<file path="src/rtl/servo_pkg.sv">
// servo_pkg: timing defaults, position type and decoder FSM states shared with the ADC-to-servo path
package servo_pkg;
    localparam int PULSE_MIN_CYC_DEF     = 50000;
    localparam int PULSE_MAX_CYC_DEF     = 100000;
    localparam int FRAME_TIMEOUT_CYC_DEF = 1500000;
    typedef logic [11:0] pos_t;
    typedef enum logic [1:0] {ST_ARM, ST_WAIT_RISE, ST_MEASURE, ST_DIVIDE} state_e;
endpackage

</file>
<file path="src/rtl/servo_div_u.sv">
// servo_div_u: fixed 12-cycle restoring divider for quotients known to fit in 12 bits
module servo_div_u (
    input  logic        clk,
    input  logic        reset,
    input  logic        i_start,
    input  logic [27:0] i_num,
    input  logic [15:0] i_den,
    output logic        o_busy,
    output logic        o_done,
    output logic [11:0] o_quot
);
    logic [15:0] r_rem;
    logic [11:0] r_q;
    logic [3:0]  r_cnt;
    logic [16:0] w_sh;
    logic [15:0] w_diff;
    logic        w_ge;
    // quotient < 4096 guarantees i_num[27:12] < i_den, so it seeds the remainder directly
    assign w_sh   = {r_rem, r_q[11]};
    assign w_ge   = w_sh >= {1'b0, i_den};
    assign w_diff = 16'(w_sh - {1'b0, i_den});
    assign o_quot = r_q;
    always_ff @(posedge clk) begin
        if (reset) begin
            r_rem  <= '0;
            r_q    <= '0;
            r_cnt  <= '0;
            o_busy <= 1'b0;
            o_done <= 1'b0;
        end else begin
            o_done <= 1'b0;
            if (i_start && !o_busy) begin
                r_rem  <= i_num[27:12];
                r_q    <= i_num[11:0];
                r_cnt  <= '0;
                o_busy <= 1'b1;
            end else if (o_busy) begin
                r_rem <= w_ge ? w_diff : w_sh[15:0];
                r_q   <= {r_q[10:0], w_ge};
                r_cnt <= r_cnt + 4'd1;
                if (r_cnt == 4'd11) begin
                    o_busy <= 1'b0;
                    o_done <= 1'b1;
                end
            end
        end
    end
endmodule

</file>
<file path="src/rtl/servo_pwm_decoder.sv">
// servo_pwm_decoder: measures servo PWM high time and maps it to a 12-bit position
// SERVO_DEC_GLITCH_FILTER_EN adds a 4-cycle stability filter on the synchronized input
module servo_pwm_decoder
    import servo_pkg::*;
#(
    parameter int PULSE_MIN_CYC     = PULSE_MIN_CYC_DEF,
    parameter int PULSE_MAX_CYC     = PULSE_MAX_CYC_DEF,
    parameter int FRAME_TIMEOUT_CYC = FRAME_TIMEOUT_CYC_DEF
) (
    input  logic        clk,
    input  logic        reset,
    input  logic        pwm_in,
    output pos_t        pos_out,
    output logic        pos_valid,
    output logic [16:0] width_cyc,
    output logic        range_err,
    output logic        signal_lost
);
    localparam int              CW      = $clog2(FRAME_TIMEOUT_CYC + 1);
    localparam logic [CW-1:0]   TO_END  = CW'(FRAME_TIMEOUT_CYC);
    localparam logic [CW-1:0]   TO_LAST = CW'(FRAME_TIMEOUT_CYC - 1);
    localparam logic [16:0]     MIN17   = 17'(PULSE_MIN_CYC);
    localparam logic [16:0]     MAX17   = 17'(PULSE_MAX_CYC);
    localparam logic [15:0]     DEN     = 16'(PULSE_MAX_CYC - PULSE_MIN_CYC);
    logic r_s1, r_s2, r_d, r_rise, r_fall, w_in;
`ifdef SERVO_DEC_GLITCH_FILTER_EN
    localparam logic [CW-1:0] FILL = CW'(8);
    logic       r_filt;
    logic [1:0] r_fcnt;
    always_ff @(posedge clk) begin
        if (reset) begin
            r_filt <= 1'b0;
            r_fcnt <= '0;
        end else if (r_s2 == r_filt) begin
            r_fcnt <= '0;
        end else if (r_fcnt == 2'd3) begin
            r_filt <= r_s2;
            r_fcnt <= '0;
        end else begin
            r_fcnt <= r_fcnt + 2'd1;
        end
    end
    assign w_in = r_filt;
`else
    localparam logic [CW-1:0] FILL = CW'(4);
    assign w_in = r_s2;
`endif
    always_ff @(posedge clk) begin
        if (reset) begin
            {r_s1, r_s2, r_d, r_rise, r_fall} <= '0;
        end else begin
            r_s1   <= pwm_in;
            r_s2   <= r_s1;
            r_d    <= w_in;
            r_rise <= w_in & ~r_d;
            r_fall <= ~w_in & r_d;
        end
    end
    logic [CW-1:0] r_to_cnt;
    logic          w_to_hit;
    assign w_to_hit = ~r_rise & (r_to_cnt == TO_LAST);
    always_ff @(posedge clk) begin
        if (reset) begin
            r_to_cnt    <= '0;
            signal_lost <= 1'b0;
        end else begin
            r_to_cnt    <= r_rise ? '0 : (r_to_cnt == TO_END ? r_to_cnt : r_to_cnt + CW'(1));
            signal_lost <= r_rise ? 1'b0 : (signal_lost | w_to_hit);
        end
    end
    state_e      r_state;
    logic [16:0] r_cnt, w_clamp;
    logic [15:0] r_x, w_x;
    logic [27:0] r_num;
    logic        r_err, r_prep, r_start, w_lo, w_hi, w_busy, w_done;
    pos_t        w_q;
    assign w_lo    = r_cnt < MIN17;
    assign w_hi    = r_cnt > MAX17;
    assign w_clamp = w_lo ? MIN17 : (w_hi ? MAX17 : r_cnt);
    assign w_x     = 16'(w_clamp - MIN17);
    // ARM also waits for the reset-cleared input pipeline to refill so a pulse in progress is not mistaken for low
    always_ff @(posedge clk) begin
        if (reset) begin
            r_state   <= ST_ARM;
            r_cnt     <= '0;
            r_x       <= '0;
            r_num     <= '0;
            r_err     <= 1'b0;
            r_prep    <= 1'b0;
            r_start   <= 1'b0;
            pos_out   <= '0;
            pos_valid <= 1'b0;
            width_cyc <= '0;
            range_err <= 1'b0;
        end else begin
            pos_valid <= 1'b0;
            r_prep    <= 1'b0;
            r_start   <= r_prep & ~w_busy;
            if (r_prep) r_num <= {r_x, 12'd0} - {12'd0, r_x};
            case (r_state)
                ST_ARM: if (!r_d && r_to_cnt > FILL) r_state <= ST_WAIT_RISE;
                ST_WAIT_RISE: if (r_rise) begin
                    r_state <= ST_MEASURE;
                    r_cnt   <= 17'd1;
                end
                ST_MEASURE: if (w_to_hit) begin
                    r_state <= ST_ARM;
                end else if (r_fall) begin
                    r_state <= ST_DIVIDE;
                    r_x     <= w_x;
                    r_err   <= w_lo | w_hi;
                    r_prep  <= 1'b1;
                end else if (r_d && r_cnt != '1) begin
                    r_cnt <= r_cnt + 17'd1;
                end
                ST_DIVIDE: if (w_done) begin
                    r_state   <= ST_WAIT_RISE;
                    pos_valid <= 1'b1;
                    pos_out   <= w_q;
                    width_cyc <= r_cnt;
                    range_err <= r_err;
                end
                default: r_state <= ST_ARM;
            endcase
        end
    end
    servo_div_u u_div (
        .clk     (clk),
        .reset   (reset),
        .i_start (r_start),
        .i_num   (r_num),
        .i_den   (DEN),
        .o_busy  (w_busy),
        .o_done  (w_done),
        .o_quot  (w_q)
    );
endmodule

</file>
<file path="config.mk">
export PLATFORM = sky130hd
export DESIGN_NAME = servo_pwm_decoder
export DESIGN_NICKNAME = d
export VERILOG_FILES = /design/src/rtl/servo_pkg.sv /design/src/rtl/servo_div_u.sv /design/src/rtl/servo_pwm_decoder.sv
export SDC_FILE = /design/constraint.sdc
export NUM_CORES = 1
export LEC_CHECK = 0
export ABC_CLOCK_PERIOD_IN_PS = 3530
export BUFFER_PORTS_ARGS = -buffer_cell sky130_fd_sc_hd__clkbuf_2
export CAP_MARGIN = 15
export CORE_MARGIN = 2
export CORE_UTILIZATION = 43
export DETAILED_ROUTE_END_ITERATION = 10
export PLACE_DENSITY_LB_ADDON = 0.1
export SYNTH_ARGS = -nofsm -noshare
export SYNTH_HDL_FRONTEND = slang
export SYNTH_HIERARCHICAL = 1
export SYNTH_SLANG_ARGS = --single-unit
</file>
<file path="constraint.sdc">
create_clock -name clk -period 3.53 [get_ports clk]
set_input_delay 0 -clock clk [delete_from_list [all_inputs] [get_ports clk]]
set_output_delay 0 -clock clk [all_outputs]
set_load 0.005 [all_outputs]
</file>
## Word level (Yosys, flattened, before mapping)

Index checks and enable logic that the tools add are counted.

- Word-level logic and storage cells: 101
- Register bits: 158
- Output and inout bits: 32

- Muxes and demuxes: 24
- Add/sub/neg operators: 6
- Eq/ne operators: 14
- Reduce and logical (&&, ||, !) cells: 17
- Order comparisons: 4
- Bitwise logic cells: 13

Operator list:

| operator | count |
|---|---|
| two-way mux 16 bit | 5 |
| two-way mux 17 bit | 4 |
| == test 21 bit (second input constant) | 2 |
| case mux 17 bit (2 select lines) | 1 |
| subtractor 16 bit (second input constant) | 2 |
| subtractor 28 x 16 -> 28 bit | 1 |
| two-way mux 12 bit | 2 |
| adder 21 x 1 -> 21 bit (second input constant) | 1 |
| > comparator 21 x 3 -> 1 bit (second input constant) | 1 |
| adder 17 x 1 -> 17 bit (second input constant) | 1 |
| greater-or-equal comparator 17 x 16 -> 1 bit (second input constant) | 1 |
| > comparator 17 bit (second input constant) | 1 |
| less-than comparator 17 x 16 -> 1 bit (second input constant) | 1 |
| inequality test 17 bit (second input constant) | 1 |
| two-way mux 2 bit | 5 |
| inequality test 2 bit (second input constant) | 5 |
| case mux 2 bit (4 select lines) | 1 |
| NOT 1 bit | 7 |
| two-way mux 1 bit | 6 |
| OR reduction 2 bit | 3 |
| OR reduction 3 bit | 2 |
| AND reduction 5 bit | 1 |
| adder 4 x 1 -> 4 bit (second input constant) | 1 |
| AND 1 bit | 4 |
| 13 further kinds | 19 |

## Depth between registers and ports, before layout

Gate-level depths: netlist of run 1.

- Depth after elaboration: 6
- Depth in mapped cells: 13
- Depth with buffers taken out: 11

## By module

The synthesis of run 1 kept the hierarchy.

Modules (own cells, without submodules):

| module | times used | area an instance (um^2) | cells each |
|---|---|---|---|
| servo_pwm_decoder | 1 | 6108.4 | 732 |
| servo_div_u | 1 | 2524.9 | 315 |

## Worst setup path after synthesis of run 1

OpenSTA, ideal clock, no wires.

- Path kind: register to register
- Start point: reg r_cnt[12] (netlist name)
- End point: reg r_x[14]
- Required time: 3444 ps
- Cell stages (with the launch flop): 14
- Clock period less this slack: 2614 ps
- Arrival: 2528 ps
- Slack: 916 ps
- Setup time: 86 ps
- Cell sequence: dfxtp_1 -> buf_6 -> or3_4 -> o21ai_2 -> o21ai_1 -> o21ai_0 -> ha_1 -> buf_1 -> nand4b_1 -> o21ai_0 -> a21oi_1 -> o221ai_1 -> xor2_1 -> a211oi_1

RTL lines:

| what | RTL line | source |
|---|---|---|
| end signal, assigned | servo_pwm_decoder.sv:110 | `r_x <= w_x;` |
| end, declared | servo_pwm_decoder.sv:73 | `logic [15:0] r_x, w_x;` |

==> results.rst, run 1 <==
.. list-table::
   :header-rows: 1

   * - Metric
     - Value
   * - Run status
     - completed
   * - Layout-stage area growth over the synthesis result
     - 11.2%
   * - Highest clock rate
     - 332 MHz
   * - Startpoint-to-endpoint class of the critical path
     - flop to flop
   * - Count of distinct cell types in the synthesized netlist
     - 85
   * - GR met1 Demand/Resource
     - 0.276
   * - Drt pass-1 iters
     - 5
   * - Via count of the first global-routing pass
     - 6,798
   * - Number of H-tree levels
     - 4
   * - Worst rel slew slack
     - 0.330
   * - Number of sinks driven by the clock tree
     - 158
   * - Clock Tree Buf Depth
     - 2
   * - Unrepaired setup endpoints after global routing
     - false
   * - Most crowded layer after global routing
     - met2
   * - Effective utilization at floorplan
     - 0.441
   * - Global placer's final weighted congestion
     - 0.905
   * - Clock transition time at the flip-flop clock pins of the worst setup and hold paths
     - 0.07 ns
   * - Final number of hold-violating endpoints
     - 0
   * - CP startpoint kind
     - flop
   * - Worst-Margin Slew
     - 1.00 ns
   * - Antenna Violating Nets Remaining
     - 0
   * - Global-route wire length before repair
     - 34,100 um
   * - Die footprint
     - 0.0212 mm2
   * - Iter 0 DRT Violations
     - approximately 440
   * - Clock insertion delay at the later pin of the skew report
     - 0.42 ns
   * - Worst clock skew on the final layout
     - 0.0134 ns
   * - CTS tree
     - yes
   * - TritonCTS buffer count
     - 17
   * - Maximum net fanout on the critical path
     - 16
   * - Netlist area before placement
     - around 0.0086 mm2
   * - FFs w/ async S/R, synth
     - 0
   * - Peak VDD IR
     - 366 uV
   * - Total vias in the final route
     - 7,241
   * - Reported max-cap violation count
     - 0
   * - Total negative slack for setup checks
     - 0 ns
   * - Pins over their slew limit
     - 0
   * - Seq cells post-synth
     - about 160
   * - Vert. Die Dim
     - 146 um
   * - GRT met2 Usage
     - 0.301
   * - Number of cell rows
     - 51
   * - Global-route usage over all layers
     - 0.193
   * - Met3 capacity usage during global routing
     - 0.0332
   * - Most frequently used flop master after synthesis
     - sky130_fd_sc_hd__dfxtp_1
   * - Count of input and output buffers
     - 34
   * - Avg Inst Size Synth
     - about 8.2 um2
   * - Crit path time final
     - 3.01 ns
   * - Required time worst endpoint
     - 3.87 ns
   * - Yosys Warn Count
     - 6
   * - Routed length per instance
     - roughly 15 um
   * - Via/cell ratio
     - roughly 5.4
   * - Num ports
     - 35
   * - Diode count
     - 0
   * - Post CTS Setup Buffer Count
     - 0
   * - Wire length reported by the detailed router
     - 20,300 um
   * - Post-layout nets
     - between 1,000 and 1,500
   * - Final critical-path setup slack
     - 0.516 ns
   * - P_leak
     - 0.00359 uW
   * - Total power divided by cell area
     - 403 mW/mm2
   * - Floorplan core area
     - 0.0196 mm2
   * - Layout cell share with drive strength beyond 1
     - 0.106
   * - Post-Synthesis Cells
     - 1,047
   * - Remaining global-route overflow
     - 0
   * - Final HPWL from detailed placement
     - ~14,000 um
   * - Die extent in x
     - 146 um
   * - Post-route DRC violation count
     - 0
   * - Hold/Removal Path Class
     - input port to flop
   * - Worst slack at placement
     - 0.588 ns
   * - Worst Path Arrival
     - roughly 3.4 ns
   * - Critical Path End Type
     - flop
   * - Total setup violations reported at the end of the flow
     - 0
   * - Number of antenna violations at the first check in global routing
     - 0
   * - Sequential share of the synthesized area
     - 0.366
   * - Count of flip-flops with a built-in enable after synthesis
     - 0
   * - Largest net degree at the start of global routing
     - 65
   * - Root buffer cell
     - sky130_fd_sc_hd__clkbuf_16
   * - Fin crit share
     - 0.854
[metal layers]
layer  routed length (um)  part of all wire
met1                10300              0.51
met2                 9130              0.45
met3                  529             0.026
met4                  302             0.015
met5                    0                 0
[synthesized netlist by cell type (5+ instances only)]
cell	instances	area, um2
sky130_fd_sc_hd__a211oi_1	28	210
sky130_fd_sc_hd__a21o_1	9	67.6
sky130_fd_sc_hd__a21oi_1	86	430
sky130_fd_sc_hd__a22oi_1	6	45.0
sky130_fd_sc_hd__a311oi_1	12	105
sky130_fd_sc_hd__a31oi_1	6	37.5
sky130_fd_sc_hd__and2_1	7	43.8
sky130_fd_sc_hd__and3_1	8	50.1
sky130_fd_sc_hd__and4_1	5	43.8
sky130_fd_sc_hd__buf_1	6	22.5
sky130_fd_sc_hd__buf_2	6	30.0
sky130_fd_sc_hd__clkbuf_1	47	176
sky130_fd_sc_hd__dfxtp_1	158	3160
sky130_fd_sc_hd__ha_1	31	388
sky130_fd_sc_hd__inv_1	39	146
sky130_fd_sc_hd__mux2i_1	39	390
sky130_fd_sc_hd__nand2_1	127	477
sky130_fd_sc_hd__nand2b_1	14	87.6
sky130_fd_sc_hd__nand3_1	31	155
sky130_fd_sc_hd__nand4_1	14	87.6
sky130_fd_sc_hd__nor2_1	107	402
sky130_fd_sc_hd__nor2b_1	18	113
sky130_fd_sc_hd__nor3_1	27	135
sky130_fd_sc_hd__nor3b_1	6	45.0
sky130_fd_sc_hd__nor4_1	12	75.1
sky130_fd_sc_hd__o21a_1	8	60.1
sky130_fd_sc_hd__o21ai_0	22	110
sky130_fd_sc_hd__o311ai_0	7	61.3
sky130_fd_sc_hd__o41ai_1	7	61.3
sky130_fd_sc_hd__or3_1	7	43.8
sky130_fd_sc_hd__or4_1	6	45.0
sky130_fd_sc_hd__xnor2_1	34	298
sky130_fd_sc_hd__xor2_1	19	166
[power by group]
| part | internal, uW | switching (uW) |
|---|---|---|
| combinational | 43.7 | 88.9 |
| clock | 1150 | 789 |
| sequential | 1790 | 7.81 |
[layout by cell type (no fill, tap or decap), drive strengths merged, types with 14 or more instances in the layout]
cell type / n
dfxtp: 158
nand2: 128
nor2: 108
a21oi: 87
clkbuf: 51
inv: 45
mux2i: 39
xnor2: 34
nand3: 31
ha: 31
nor3: 30
o21ai: 30
a211oi: 29
xor2: 19
nor2b: 18
conb: 16
nand4: 14
nand2b: 14
[path summary, 6_finish.rpt]
check	start	to	slack, ns	cells past startpoint
max	r_cnt[7]	r_x[12]	0.52	10
min	reset	r_s2	0.09	2
max reg2reg	r_cnt[7]	r_x[12]	0.52	10
min reg2reg	r_s2	r_fall	0.41	1
[through the flow]
step	hold slack, ns	power [uW]	utilization	instances	instance area (um2)
global placement	0.219	1970	0.457	1302	8950
detailed placement	0.241	1970	0.457	1302	8950
finish	0.0915	3870	0.490	1336	9600
global route	0.139	4010	0.490	1336	9600
CTS	0.0986	3920	0.489	1335	9580
floorplan	0.128	1940	-	1061	8690
[sequential cells by signal (all words and copies together) (netlist names), 4 cells and up]
| register | count |
|---|---|
| pos_out | 12 |
| u_div/o_quot | 12 |
| r_cnt | 17 |
| u_div/r_cnt | 4 |
| width_cyc | 17 |
| u_div/r_rem | 16 |
| r_num | 28 |
| r_to_cnt | 21 |
| r_x | 16 |
[logic make-up (layout without fill, tap and decap cells)]
family / after synthesis / count (layout) / share of synthesized area
flip-flops: 158 / 158 / 0.366
multiplexers: 40 / 40 / 0.0465
XOR/XNOR: 53 / 53 / 0.0538
other: 2 / 16 / 0.000870
buffers and inverters: 107 / 117 / 0.0536
adder cells (fa/ha/maj): 32 / 32 / 0.0472
AND/OR/NAND/NOR: 412 / 412 / 0.235
AO/OA/AOI/OAI: 243 / 243 / 0.197
[timing repair]
action                     in CTS  in global routing
hold endpoints to repair        1                  0
resized for setup               0                  0
hold buffers                    1                  0
setup endpoints to repair       0                  0
[worst max-delay path: stages (launching register included)]
cell and delay, ns:
sky130_fd_sc_hd__dfxtp_1 0.61, sky130_fd_sc_hd__o21a_1 0.19, sky130_fd_sc_hd__o2111ai_1 0.12, sky130_fd_sc_hd__o21ai_1 0.48
sky130_fd_sc_hd__o21ai_0 0.16, sky130_fd_sc_hd__ha_1 0.32, sky130_fd_sc_hd__nand4b_1 0.20, sky130_fd_sc_hd__o21ai_0 0.13
sky130_fd_sc_hd__a2bb2oi_1 0.16, sky130_fd_sc_hd__a2111o_1 0.42, sky130_fd_sc_hd__a31oi_1 0.13
[cell type report]
cell class	count	area, um2
Timing Repair Buffer	45	278
Sequential cell	158	3170
Clock buffer	18	439
Multi-Input combinational cell	796	5060
Inverter	40	150
Clock inverter	14	179
Fill cell	1910	9990
Tap cell	265	332
No activity file was read; power rests on OpenSTA's default activity.
==> run 2: changes to the inputs <==
ABC_CLOCK_PERIOD_IN_PS = 2900   (was 3530)
CORE_MARGIN = not set   (was 2)
SYNTH_HIERARCHICAL = not set   (was 1)
clock period = 2.9 ns   (was 3.53 ns; I/O delays follow)
==> run 2 against run 1 <==
  * First-iteration DRC count fell by 9.8%
  * Combinational power hardly changed
  * Critical endpoint is now r_cnt[15]
  * Synthesized cell count fell by 8.7%
==> results.rst, run 2 <==
.. list-table::
   :header-rows: 1

   * - Metric
     - Value
   * - Run status
     - completed
   * - FFs w/ async S/R, synth
     - 0
   * - Clock Tree Buf Depth
     - 2
   * - Floorplan core area
     - 0.0175 mm2
   * - Number of nets produced by synthesis
     - 976
   * - TritonCTS buffer count
     - 17
   * - Share of the synthesized area in the top cell type
     - 0.406
   * - Final HPWL from detailed placement
     - 12,700 um
   * - Worst Path Arrival
     - 2.87 ns
   * - Final number of hold-violating endpoints
     - 0
   * - Diode count
     - 0
   * - Die footprint
     - 0.0187 mm2
   * - Most prevalent standard cell on the critical path
     - sky130_fd_sc_hd__nor2_1
   * - Number of H-tree levels
     - 4
   * - Most frequently used flop master after synthesis
     - sky130_fd_sc_hd__dfxtp_1
   * - Crit path time final
     - 2.58 ns
   * - Effective utilization at floorplan
     - 0.446
   * - Cell type with the highest aggregate area in the netlist
     - sky130_fd_sc_hd__dfxtp_1
   * - Number of cell rows
     - 48
   * - Iter 0 DRT Violations
     - 395
   * - Biggest area contributors in the synthesized netlist
     - sky130_fd_sc_hd__dfxtp_1 41%, sky130_fd_sc_hd__nor2_1 6.1%, sky130_fd_sc_hd__a21oi_1 5.5%, sky130_fd_sc_hd__nand2_1 5.3%, sky130_fd_sc_hd__xnor2_1 4.4%
   * - Peak VDD IR
     - between 400 and 500 uV
   * - Antenna Violating Nets Remaining
     - 0
   * - Worst clock skew on the final layout
     - just under 0.009 ns
   * - Seq cells post-synth
     - 158
   * - Total negative slack for setup checks
     - 0 ns
   * - Die extent in x
     - 137 um
   * - CP startpoint kind
     - flop
   * - Worst rel slew slack
     - 0.278
   * - Count of flip-flops with a built-in enable after synthesis
     - 0
   * - Largest net degree at the start of global routing
     - 50
   * - CTS tree
     - yes
   * - Maximum net fanout on the critical path
     - 19
   * - Avg Inst Size Synth
     - a little over 8 um2
   * - Via/cell ratio
     - roughly 5.4
   * - Global-route wire length before repair
     - 30,400 um
   * - Routed length per instance
     - 15.0 um
   * - Register ranked first by flip-flop count
     - r_num
   * - Drt pass-1 iters
     - 5
   * - Reported max-cap violation count
     - 0
   * - Startpoint-to-endpoint class of the critical path
     - flop to flop
   * - P_leak
     - approximately 0.0032 uW
   * - Post-route DRC violation count
     - 0
   * - Layout cell share with drive strength beyond 1
     - 0.128
   * - Root buffer cell
     - sky130_fd_sc_hd__clkbuf_16
   * - Layout-stage area growth over the synthesis result
     - 14.1%
   * - Most frequent cell after synthesis
     - sky130_fd_sc_hd__dfxtp_1
   * - Number of antenna violations at the first check in global routing
     - 0
   * - Count of input and output buffers
     - 34
   * - Highest clock rate
     - about 390 MHz
   * - Netlist area before placement
     - 0.00779 mm2
   * - Total power draw
     - about 4600 uW
   * - Number of sinks driven by the clock tree
     - 158
   * - Total setup violations reported at the end of the flow
     - 0
   * - Remaining global-route overflow
     - 0
   * - Count of distinct cell types in the synthesized netlist
     - 64
   * - Max reg flops
     - 28
   * - Total power divided by cell area
     - 520 mW/mm2
   * - Fin crit share
     - 0.891
   * - Post-Synthesis Cells
     - 956
   * - Worst-Margin Slew
     - 1.08 ns
   * - Via count of the first global-routing pass
     - 5,951
   * - Post-layout nets
     - 1,002
   * - Critical Path End Type
     - flop
   * - Num ports
     - 35
   * - Pins over their slew limit
     - 0
   * - Sequential share of the synthesized area
     - 0.406
   * - Wire length reported by the detailed router
     - 18,300 um
   * - Global-route usage over all layers
     - 0.208
   * - Total vias in the final route
     - between 6,000 and 7,000
   * - CP cell instances
     - nand4_1 > nor4_1 > nand3_1 > nor3_1 > ha_1 > nand4bb_1 > nor2_1 > o21ai_2 > buf_4 > a2111oi_0 > xnor2_1 > nor2_1
   * - Critical-path cell with the highest stage delay
     - sky130_fd_sc_hd__dfxtp_1
   * - Filler cell count
     - between 1,500 and 2,000
   * - Clock transition time at the flip-flop clock pins of the worst setup and hold paths
     - 0.07 ns
   * - Most common library cell in the layout ignoring fill and taps
     - sky130_fd_sc_hd__dfxtp_1
   * - Global placer's final weighted congestion
     - 0.864
   * - Post CTS Setup Buffer Count
     - 0
   * - Required time worst endpoint
     - 3.19 ns
   * - Yosys Warn Count
     - 0
   * - Biggest registers after layout
     - r_num x28, r_to_cnt x21
   * - CP peak stage delay
     - around 0.48 ns
   * - Most frequent cells in the layout
     - 155 x sky130_fd_sc_hd__dfxtp_1, 126 x sky130_fd_sc_hd__nor2_1, 109 x sky130_fd_sc_hd__nand2_1
   * - Unrepaired setup endpoints after global routing
     - false
   * - Vert. Die Dim
     - about 140 um
   * - Hold/Removal Path Class
     - input port to flop
   * - Commonest cells in the synthesized netlist
     - 158 x sky130_fd_sc_hd__dfxtp_1, 126 x sky130_fd_sc_hd__nor2_1, 109 x sky130_fd_sc_hd__nand2_1
   * - Clock insertion delay at the later pin of the skew report
     - 0.43 ns
==> run 2: cell count changes in the layout (fill, tap and decap cells not counted), moves of 7 or more <==
cell,delta
sky130_fd_sc_hd__ha_1,-14
sky130_fd_sc_hd__conb_1,-16
sky130_fd_sc_hd__nand2_1,-18
sky130_fd_sc_hd__nand2b_1,-9
sky130_fd_sc_hd__or3_1,+7
sky130_fd_sc_hd__buf_4,+31
sky130_fd_sc_hd__a211oi_1,+10
sky130_fd_sc_hd__nor3_1,-7
sky130_fd_sc_hd__nor2_1,+19
sky130_fd_sc_hd__inv_1,-14
sky130_fd_sc_hd__o311ai_0,-7
sky130_fd_sc_hd__o41ai_1,-7
==> run 2: cell families (layout without fill, tap and decap cells) <==
group / after synthesis / count (layout) / share of synthesized area
and+or+nand+nor: 392 / 392 / 0.241
AOI/OAI and AO/OA: 204 / 204 / 0.170
DFF: 158 / 158 / 0.406
buffers and inverters: 93 / 132 / 0.0464
xor gates and xnor gates: 59 / 59 / 0.0664
muxes: 33 / 33 / 0.0424
adders and majority gates: 17 / 17 / 0.0273
==> run 2: through the flow <==
step           area, um2  std cells  hold slack (ns)  setup WS (ns)   util
6_report            8890       1220           0.0209          0.317  0.509
5_1_grt             8890       1220           0.0372         0.0716  0.509
4_1_cts             8890       1220           0.0299          0.345  0.509
3_5_place_dp        8280       1187            0.220          0.354  0.474
3_3_place_gp        8280       1187            0.220          0.383  0.474
2_1_floorplan       7790        956           0.0791         0.0192      -
==> run 2: layout make-up <==
cell class              instances  area, um2  share of cell area
multi-input cells             705       4260               0.480
clock buffers                  17        425              0.0479
well taps                     225        282              0.0317
flip-flops and latches        158       3170               0.356
clock inverters                15        175              0.0197
inverters                      25       93.8              0.0106
repair buffers                 75        483              0.0543
==> run 2: repair_timing <==
action,4_1_cts,5_1_grt
gates resized for setup,0,0
endpoints found under the hold margin,1,0
hold buffers,1,0
==> run 2: power breakdown <==
| group | total (uW) | switching (uW) | internal, uW |
|---|---|---|---|
| Clock | 2290 | 992 | 1300 |
| Sequential | 2190 | 13.3 | 2180 |
| Combinational | 134 | 84.1 | 50.1 |
| Total | 4620 | 1090 | 3530 |
==> run 2: worst paths after layout <==
| check | endpoint | slack [ns] | cells past startpoint | start |
|---|---|---|---|---|
| setup / recovery | r_cnt[15] | 0.32 | 12 | r_cnt[4] |
| hold / removal | r_s1 | 0.02 | 2 | reset |
| setup reg to reg | r_cnt[15] | 0.32 | 12 | r_cnt[4] |
| hold reg to reg | r_fall | 0.41 | 1 | r_s2 |
==> run 2: per-layer routing <==
layer / vias to the layer above / part of all wire / wire length (um) / track usage
li1: 3402 / - / - / -
met1: 3018 / 0.50 / 9150 / 0.288
met2: 109 / 0.46 / 8330 / 0.322
met3: 17 / 0.033 / 609 / 0.0441
met4: 0 / 0.010 / 186 / 0.0593
met5: - / 0 / 0 / 0
==> run 2: worst max-delay path: cells and delay by family, from the launching register on <==
family,cells,cell delay (ns)
AOI/OAI and AO/OA,2,0.20
DFF,1,0.48
xor gates and xnor gates,1,0.17
and+or+nand+nor,7,1.21
adders and majority gates,1,0.16
buffers and inverters,1,0.23
==> run 3: changes to the inputs <==
REMOVE_ABC_BUFFERS = 1   (was not set)
==> run 3 against run 2 <==
  * Cell area increased by 0.17%
  * Via count increased by 0.37%
  * Setup slack improved by 0.032 ns
  * Cell count about the same
  * Utilization increased by 0.086 points
  * Register-to-register slack improved by 0.03 ns
  * Flip-flop and latch count unchanged
  * Clock power about the same
  * Power decreased by 0.47%
  * Critical path type unchanged
  * Wire length decreased by 1.2%
==> results.rst, run 3 (synthesis gave the netlist of run 2 again) <==
.. list-table::
   :header-rows: 1

   * - Metric
     - Value
   * - Run status
     - completed
   * - Peak VDD IR
     - 411 uV
   * - Startpoint-to-endpoint class of the critical path
     - flop to flop
   * - Number of H-tree levels
     - 4
   * - Diode count
     - 0
   * - Highest clock rate
     - approximately 390 MHz
   * - Final critical-path setup slack
     - 0.349 ns
   * - Final HPWL from detailed placement
     - 12,400 um
   * - Proportion of power drawn by the clock network
     - 0.493
   * - Num ports
     - 35
   * - Global-route wire length before repair
     - 29,800 um
   * - Antenna Violating Nets Remaining
     - 0
   * - Worst slack at placement
     - between 0.4 and 0.5 ns
   * - Worst-Margin Slew
     - 0.920 ns
   * - Via count of the first global-routing pass
     - 5,923
   * - Power share of the combinational group
     - 0.030
   * - Unrepaired setup endpoints after global routing
     - false
   * - Number of cell rows
     - 48
   * - Worst Path Arrival
     - roughly 2.9 ns
   * - Required time worst endpoint
     - roughly 3.2 ns
   * - Total vias in the final route
     - 6,570
   * - Max reg flops
     - 28
   * - Reported max-cap violation count
     - 0
   * - Floorplan core area
     - 0.0175 mm2
   * - Wire length reported by the detailed router
     - 18,100 um
   * - Filler cell count
     - 1,712
   * - Effective utilization at floorplan
     - 0.446
   * - Via/cell ratio
     - 5.39
   * - Post-layout nets
     - 1,001
   * - Multi-input gate area
     - 0.00426 mm2
   * - Crit path time final
     - 2.55 ns
   * - Layout cell share with drive strength beyond 1
     - 0.126
   * - Number of antenna violations at the first check in global routing
     - 0
   * - Critical Path End Type
     - flop
   * - Register ranked first by flip-flop count
     - r_num
   * - Number of sinks driven by the clock tree
     - 158
   * - Largest net degree at the start of global routing
     - 86
   * - Internal power contribution
     - 3540 uW
   * - P_leak
     - around 0.0032 uW
   * - Global placer's final weighted congestion
     - 0.854
   * - Die footprint
     - 0.0187 mm2
   * - Placed cell count
     - 1,185
   * - Layout-stage area growth over the synthesis result
     - 14.3%
   * - Most frequent cells in the layout
     - 155 x sky130_fd_sc_hd__dfxtp_1, 126 x sky130_fd_sc_hd__nor2_1, 109 x sky130_fd_sc_hd__nand2_1
   * - Pins over their slew limit
     - 0
   * - Total setup violations reported at the end of the flow
     - 0
   * - Worst clock skew on the final layout
     - between 0.008 and 0.009 ns
   * - CTS tree
     - yes
   * - Remaining global-route overflow
     - 0
   * - Drt pass-1 iters
     - 5
   * - Post CTS Setup Buffer Count
     - 0
   * - Iter 0 DRT Violations
     - between 300 and 400
   * - Total power draw
     - 4600 uW
   * - Biggest registers after layout
     - r_num x28, r_to_cnt x21
   * - Post-route DRC violation count
     - 0
   * - TritonCTS buffer count
     - 17
   * - Routed length per instance
     - 14.8 um
   * - Fraction of power spent switching nets
     - 0.230
   * - Root buffer cell
     - sky130_fd_sc_hd__clkbuf_16
   * - Most common library cell in the layout ignoring fill and taps
     - sky130_fd_sc_hd__dfxtp_1
   * - CP startpoint kind
     - flop
   * - Proportion of power drawn by flip-flops and latches
     - 0.477
   * - Sequential Area
     - 0.00317 mm2
   * - Clock Tree Buf Depth
     - 2
   * - Maximum net fanout on the critical path
     - 9
   * - Count of placed standard cells in the final layout, fillers left out
     - 1,219
   * - Worst rel slew slack
     - 0.387
   * - Total negative slack for setup checks
     - 0 ns
   * - Fin crit share
     - 0.880
   * - Clock insertion delay at the later pin of the skew report
     - 0.43 ns
   * - Hold/Removal Path Class
     - input port to flop
   * - Global-route usage over all layers
     - 0.203
   * - Vert. Die Dim
     - roughly 140 um
   * - Clock transition time at the flip-flop clock pins of the worst setup and hold paths
     - 0.06 ns
   * - Die extent in x
     - 137 um
   * - Net Sw Power
     - 1060 uW
   * - Total power divided by cell area
     - 516 mW/mm2
   * - Count of input and output buffers
     - 34
   * - Final number of hold-violating endpoints
     - 0
## run 3: cell types whose count changed in the layout (fill, tap and decap cells not counted), sizes merged
| cell | before | now |
|---|---|---|
| clkbuf | 50 | 51 |
| buf | 41 | 39 |
| inv | 33 | 30 |
| clkinv | 3 | 5 |
| dlygate4sd3 | 1 | 2 |
## run 3: per-layer routing
layer | global-route usage | wire (um) | up-vias
met5 | 0 | 0 | -
met4 | 0.0543 | 178 | 0
met3 | 0.0441 | 560 | 18
met2 | 0.317 | 8200 | 91
met1 | 0.280 | 9130 | 3049
li1 | - | - | 3412
## run 3: power groups by stage
stage	Combinational [uW]	Sequential [uW]	Clock [uW]
after global routing	153	2190	2410
after detailed placement	136	2240	0
after CTS	139	2190	2320
final	138	2190	2270
after floorplan	83.7	2240	0
after global placement	135	2240	0
## run 3: metrics by stage
stage / area (um2) / utilization / hold WS [ns]
floorplan: 7520 / - / 0.0679
global placement: 8290 / 0.474 / 0.228
detailed placement: 8290 / 0.474 / 0.228
CTS: 8900 / 0.509 / 0.320
global route: 8900 / 0.509 / 0.331
finish: 8900 / 0.509 / 0.334
## run 3: layout make-up
type                            count  share of cell area
Clock inverter                     14              0.0176
Tap cell                          225              0.0316
Timing Repair Buffer               74              0.0565
Clock buffer                       18              0.0493
Multi-Input combinational cell    705               0.479
Sequential cell                   158               0.356
Inverter                           25              0.0105
## run 3: worst paths after layout
check,startpoint,to,slack [ns],cells after the start
worst min-delay path,pwm_in,r_s1,0.33,3
worst max-delay path,r_cnt[11],r_x[14],0.35,10
worst min register to register,r_s2,r_fall,0.41,1
worst max register to register,r_cnt[11],r_x[14],0.35,10
## run 3: what timing repair did
action / 4_1_cts / 5_1_grt
resized for setup: 0 / 0
endpoints found under the setup margin: 0 / 0
hold buffers: 2 / 0
hold endpoints to repair: 4 / 0
## run 3: critical path, stage by stage (launching register included)
cell	delay [ns]
sky130_fd_sc_hd__dfxtp_1	0.31
sky130_fd_sc_hd__buf_4	0.17
sky130_fd_sc_hd__nor4_1	0.36
sky130_fd_sc_hd__nor2b_1	0.24
sky130_fd_sc_hd__a21o_1	0.18
sky130_fd_sc_hd__a21oi_1	0.08
sky130_fd_sc_hd__ha_1	0.24
sky130_fd_sc_hd__nor3_1	0.25
sky130_fd_sc_hd__a32oi_1	0.13
sky130_fd_sc_hd__or2_2	0.28
sky130_fd_sc_hd__a311oi_1	0.24
